File: src/rtl/brick_game_core.sv
// Brick-breaker game engine: 16x12 playfield, paddle, bouncing ball, 64-brick wall.
// All game state advances only on tick; the bitmap is registered alongside the state.
module brick_game_core #(
    parameter logic [3:0] KEY_LEFT  = 4'd4,
    parameter logic [3:0] KEY_RIGHT = 4'd6,
    parameter logic [3:0] KEY_START = 4'd5
) (
    input  logic         clock,
    input  logic         reset,
    input  logic         tick,
    input  logic [3:0]   control,
    output logic [191:0] data,
    output logic [9:0]   score,
    output logic [1:0]   lives,
    output logic         game_over,
    output logic         win
);

    typedef enum logic [1:0] {S_IDLE, S_PLAY, S_GAME_OVER, S_WIN} state_t;

    localparam logic [63:0] RST_BRICKS = {64{1'b1}};
    localparam logic [3:0]  RST_PX     = 4'd6;
    localparam logic [3:0]  RST_BX     = 4'd7;
    localparam logic [3:0]  RST_BY     = 4'd10;
    localparam logic [9:0]  SCORE_MAX  = 10'd999;

    state_t       r_state,  w_state_n;
    logic [63:0]  r_bricks, w_bricks_n;
    logic [3:0]   r_px,     w_px_n;
    logic [3:0]   r_bx,     w_bx_n;
    logic [3:0]   r_by,     w_by_n;
    logic         r_dx_neg, w_dx_neg_n;
    logic         r_dy_neg, w_dy_neg_n;
    logic [9:0]   r_score,  w_score_n;
    logic [1:0]   r_lives,  w_lives_n;
    logic [191:0] r_data;

    function automatic logic [191:0] compose(input logic [63:0] b, input logic [3:0] p,
                                             input logic [3:0] x, input logic [3:0] y);
        logic [191:0] f;
        f = {128'd0, b};
        f = f | (192'd1 << {y, x});
        f = f | (192'd7 << (8'd176 + {4'd0, p}));
        return f;
    endfunction

    // Paddle candidate after this tick's key; collisions still use the old r_px.
    logic [3:0] w_px_move;
    assign w_px_move = (control == KEY_LEFT  && r_px != 4'd0)  ? r_px - 4'd1 :
                       (control == KEY_RIGHT && r_px < 4'd13) ? r_px + 4'd1 : r_px;

    logic [4:0]  w_sx, w_sy;
    logic        w_side, w_top, w_brick_hit, w_pad_cover;
    logic [3:0]  w_nx, w_ny;
    logic [5:0]  w_brick_idx;
    logic [63:0] w_bricks_clr;

    assign w_sx         = {1'b0, r_bx} + (r_dx_neg ? 5'h1F : 5'h01);
    assign w_sy         = {1'b0, r_by} + (r_dy_neg ? 5'h1F : 5'h01);
    assign w_side       = w_sx[4];
    assign w_top        = w_sy[4];
    assign w_nx         = w_side ? (r_dx_neg ? r_bx + 4'd1 : r_bx - 4'd1) : w_sx[3:0];
    assign w_ny         = w_sy[3:0];
    assign w_brick_idx  = {w_ny[1:0], w_nx};
    assign w_brick_hit  = !w_top && (w_ny[3:2] == 2'b00) && r_bricks[w_brick_idx];
    assign w_pad_cover  = ({1'b0, w_nx} >= {1'b0, r_px}) && ({1'b0, w_nx} <= {1'b0, r_px} + 5'd2);
    assign w_bricks_clr = r_bricks & ~(64'd1 << w_brick_idx);

    always_comb begin
        // NOTE: every next-state signal defaults to its register so no path infers a latch.
        w_state_n  = r_state;
        w_bricks_n = r_bricks;
        w_px_n     = r_px;
        w_bx_n     = r_bx;
        w_by_n     = r_by;
        w_dx_neg_n = r_dx_neg;
        w_dy_neg_n = r_dy_neg;
        w_score_n  = r_score;
        w_lives_n  = r_lives;
        case (r_state)
            S_IDLE: begin
                w_px_n     = w_px_move;
                w_bx_n     = w_px_move + 4'd1;
                w_by_n     = RST_BY;
                w_dx_neg_n = 1'b0;
                w_dy_neg_n = 1'b1;
                if (control == KEY_START) w_state_n = S_PLAY;
            end
            S_PLAY: begin
                w_px_n     = w_px_move;
                w_dx_neg_n = r_dx_neg ^ w_side;
                if (w_top) begin
                    w_dy_neg_n = 1'b0;
                    w_bx_n     = w_nx;
                    w_by_n     = r_by + 4'd1;
                end else if (w_brick_hit) begin
                    w_bricks_n = w_bricks_clr;
                    w_score_n  = (r_score == SCORE_MAX) ? r_score : r_score + 10'd1;
                    w_dy_neg_n = ~r_dy_neg;
                    if (w_bricks_clr == 64'd0) w_state_n = S_WIN;
                end else if (w_ny == 4'd11) begin
                    if (w_pad_cover) begin
                        w_dy_neg_n = 1'b1;
                    end else begin
                        w_lives_n = r_lives - 2'd1;
                        if (r_lives == 2'd1) begin
                            w_state_n = S_GAME_OVER;
                        end else begin
                            w_state_n  = S_IDLE;
                            w_bx_n     = w_px_move + 4'd1;
                            w_by_n     = RST_BY;
                            w_dx_neg_n = 1'b0;
                            w_dy_neg_n = 1'b1;
                        end
                    end
                end else begin
                    w_bx_n = w_nx;
                    w_by_n = w_ny;
                end
            end
            default: begin
                if (control == KEY_START) begin
                    w_state_n  = S_IDLE;
                    w_bricks_n = RST_BRICKS;
                    w_px_n     = RST_PX;
                    w_bx_n     = RST_BX;
                    w_by_n     = RST_BY;
                    w_dx_neg_n = 1'b0;
                    w_dy_neg_n = 1'b1;
                    w_score_n  = 10'd0;
                    w_lives_n  = 2'd3;
                end
            end
        endcase
    end

    always_ff @(posedge clock or posedge reset) begin
        if (reset) begin
            r_state  <= S_IDLE;
            r_bricks <= RST_BRICKS;
            r_px     <= RST_PX;
            r_bx     <= RST_BX;
            r_by     <= RST_BY;
            r_dx_neg <= 1'b0;
            r_dy_neg <= 1'b1;
            r_score  <= 10'd0;
            r_lives  <= 2'd3;
            r_data   <= compose(RST_BRICKS, RST_PX, RST_BX, RST_BY);
        end else if (tick) begin
            r_state  <= w_state_n;
            r_bricks <= w_bricks_n;
            r_px     <= w_px_n;
            r_bx     <= w_bx_n;
            r_by     <= w_by_n;
            r_dx_neg <= w_dx_neg_n;
            r_dy_neg <= w_dy_neg_n;
            r_score  <= w_score_n;
            r_lives  <= w_lives_n;
            r_data   <= compose(w_bricks_n, w_px_n, w_bx_n, w_by_n);
        end
    end

    assign data      = r_data;
    assign score     = r_score;
    assign lives     = r_lives;
    assign game_over = (r_state == S_GAME_OVER);
    assign win       = (r_state == S_WIN);

endmodule

File: config.mk
export PLATFORM = sky130hd
export DESIGN_NAME = brick_game_core
export DESIGN_NICKNAME = d
export VERILOG_FILES = /design/src/rtl/brick_game_core.sv
export SDC_FILE = /design/constraint.sdc
export NUM_CORES = 1
export LEC_CHECK = 0
export CORE_ASPECT_RATIO = 1.4
export CORE_MARGIN = 8
export CORE_UTILIZATION = 54
export DETAILED_ROUTE_END_ITERATION = 10
export PLACE_DENSITY_LB_ADDON = 0.1
export SLEW_MARGIN = 30
export SYNTH_ARGS = -nofsm -noshare
export SYNTH_HDL_FRONTEND = slang
export SYNTH_SLANG_ARGS = --single-unit
File: constraint.sdc
create_clock -name clock -period 10 [get_ports clock]
set_input_delay 1.5 -clock clock [delete_from_list [all_inputs] [get_ports clock]]
set_output_delay 1.5 -clock clock [all_outputs]
set_load 0.1 [all_outputs]
==> reports/metrics.cfg <==
[floorplan]
die_y_um=214.0
start_util=0.5485
die_w_um=157.4
rows=72
dieArea_um2=33690
io_pins=213
core_um2=27570

[clock_network]
cts_setup_buffers=0
cts_sinks=284
clkLatencyLatePin_ns=0.57
cts_resized=0
hold_buffers=0
root_buffer=clkbuf_16
cts_tree=done
clockBufferDepth=3
ctsHtreeMaxLevel=1
cts.reportedPaths.clkPinSlew_ns=0.07
cts_buffers=29

[drt]
wl_met2_um=25980
dr.pass1.iters=6
num_vias=14000
drc=0
routed_wl_um=55900
dr.first_iter.drc_count=1519
vias_per_cell=6.787
postRouteAntennaNets=0
wl_met1_um=21600
top_layer=met4
wl_met3_um=5741
wire_per_inst_um=27.11

[sta]
setup-tns-final_ns=0
fin_hold_ws_ns=0.4839
hold_viol_final=0
slew_viol_final=0
min_period_over_period=0.8590
worstMarginPinSlew_ns=1.043
rsz0062_at_grt=no
relSlewSlack=0.3028
fin_crit_ns=8.590
setup-violations-final=0
max_freq_mhz=116.4
layout_setup_ws_ns=1.410
worst_clock_skew_ns=0.02052

[layout]
area_growth_pct=21.45
diodes=0
seq_area_um2=7284
multi_input_area_um2=7076
layout.nets=1705
fillCellCount=2194
layout_common_cells=clkdlybuf4s50_1, dfstp_2, dfrtp_1
layout-drive-gt1-share=0.1631
layout_commonest_cell=clkdlybuf4s50_1
final_area_um2=18360

[grt]
grt_antenna_before_repair=0
grt_pass1_vias=13960
grtUsageTotal=0.3275
grt_max_degree=144
grt_first_pass_wirelength_um=85460
overflow=0

[synth]
synthSimpleGateAreaFrac=0.1364
synth_warnings=0
async_flop_share=1.000
synth_xor_area_frac=0.01134
synth_fa_ha_area_frac=0.02466
synth_top_family_by_area=compound AO/OA/AOI/OAI gates
synth_compound_gate_area_share=0.2676
synthFlopType=dfstp_2
synth_mux_area_frac=0.02656
ys_seq_area_frac=0.4818
synthCells=1522
synthesis.area_um2=15120
synthDistinctLibCells=87
syn_nets=1557
synth_edf_count=0
synth.ff_latch_count=284
syn_avg_cell_area_um2=9.934

[worst_setup_path]
endpoint_kind=flop
cp_top_family=simple AND/OR/NAND/NOR gates
slowest_delay_ns=0.97
worstPathRequired_ns=10.48
path_cells=inv_1, fa_1, or3b_1, and3_1, o2111ai_1, nand4_2, inv_2, ha_1, and4b_1, a31oi_1, o21ai_0, a21oi_1, nor2_1, nor4_1, nor4_1, and3b_1, nand3_1, or3_1, o221ai_1
cp_max_fo=32
slowest_stage=dfstp_2
crit_type=reg2reg
cp-start-kind=flop
cp.arrival_ns=9.07
worst-path-buf-inv=2
cpMostUsedCell=nor4_1

[place]
dpl_cell_area_um2=17370
port_buffers=212
hpwlAfterDp_um=39290
dp_slack_ns=1.739
gp_congestion=1.033

[outcome]
status=complete, no violations

[run]
max_cap_violations=0

[hold_path]
min_path_type=reg2reg

through the flow:
step                cells    util
finish               2062  0.6661
global route         2062  0.6661
CTS                  2061  0.6675
detailed placement   2008  0.6299
global placement     2008  0.6309
floorplan            1522       -
metal layers:
metal / GRT usage / up-vias
li1: - / 6076
met1: 0.4192 / 6985
met2: 0.5094 / 760
met3: 0.09197 / 174
met4: 0.1413 / 0
met5: 0 / -
final timing paths:
kind                                            start  depth (start not counted)  slack (ns)                     to
worst max-delay path              r_bx[0]$_DFFE_PP1P_                         19        1.41   data[10]$_DFFE_PP1P_
worst min-delay path            data[167]$_DFFE_PP1P_                          1        0.48  data[167]$_DFFE_PP1P_
worst max register to register    r_bx[0]$_DFFE_PP1P_                         19        1.41   data[10]$_DFFE_PP1P_
worst min register to register  data[167]$_DFFE_PP1P_                          1        0.48  data[167]$_DFFE_PP1P_
max in group asynchronous                       reset                          3        7.37  data[116]$_DFFE_PP0P_
min in group asynchronous                       reset                          2        1.44  data[140]$_DFFE_PP0P_
Yosys cell counts, types with 9 or more instances:
| library cell | instances | share of area |
|---|---|---|
| o2bb2ai_1 | 107 | 0.062 |
| o21a_1 | 14 | 0.0070 |
| clkbuf_1 | 96 | 0.024 |
| ha_1 | 25 | 0.021 |
| dfstp_2 | 142 | 0.25 |
| nand3_1 | 43 | 0.014 |
| nand4_1 | 23 | 0.0095 |
| o21ai_0 | 41 | 0.014 |
| nor2b_1 | 12 | 0.0050 |
| nor3_1 | 22 | 0.0073 |
| nor2_1 | 130 | 0.032 |
| and2_1 | 9 | 0.0037 |
| o221ai_1 | 134 | 0.078 |
| mux2i_1 | 30 | 0.020 |
| nor4_1 | 14 | 0.0058 |
| buf_2 | 9 | 0.0030 |
| nand2b_1 | 10 | 0.0041 |
| o31ai_1 | 24 | 0.012 |
| o22ai_1 | 17 | 0.0070 |
| inv_1 | 93 | 0.023 |
| a31oi_1 | 11 | 0.0046 |
| dfrtp_1 | 142 | 0.24 |
| o32ai_1 | 15 | 0.0087 |
| nand2_1 | 96 | 0.024 |
| a211oi_1 | 9 | 0.0045 |
| xnor2_1 | 15 | 0.0087 |
| a21oi_1 | 100 | 0.033 |
cell families (layout without fill, tap and decap cells):
| logic type | after synthesis | count (layout) |
|---|---|---|
| buffers and inverters | 204 | 374 |
| AND/OR/NAND/NOR | 416 | 416 |
| adder cells (fa/ha/maj) | 28 | 28 |
| multiplexers | 36 | 36 |
| AO/OA/AOI/OAI | 536 | 536 |
| flip-flops | 284 | 284 |
| XOR/XNOR | 18 | 18 |
area by class of cell:
| class | count | share of cell area |
|---|---|---|
| clock buffers | 34 | 0.04163 |
| clock inverters | 19 | 0.01479 |
| well taps | 370 | 0.02521 |
| inverters | 95 | 0.02024 |
| repair buffers | 226 | 0.1161 |
| multi-input cells | 1034 | 0.3853 |
| flip-flops and latches | 284 | 0.3967 |
state kept, by name (all words and copies together) (netlist names):
register  flops
data        192
lives         2
r_bricks     64
r_bx          4
r_by          4
r_dx_neg      1
r_dy_neg      1
r_px          4
r_state       2
score        10
Power is not shown: default switching activity piles up to over one toggle a cycle in this logic, so the estimate is an artifact.
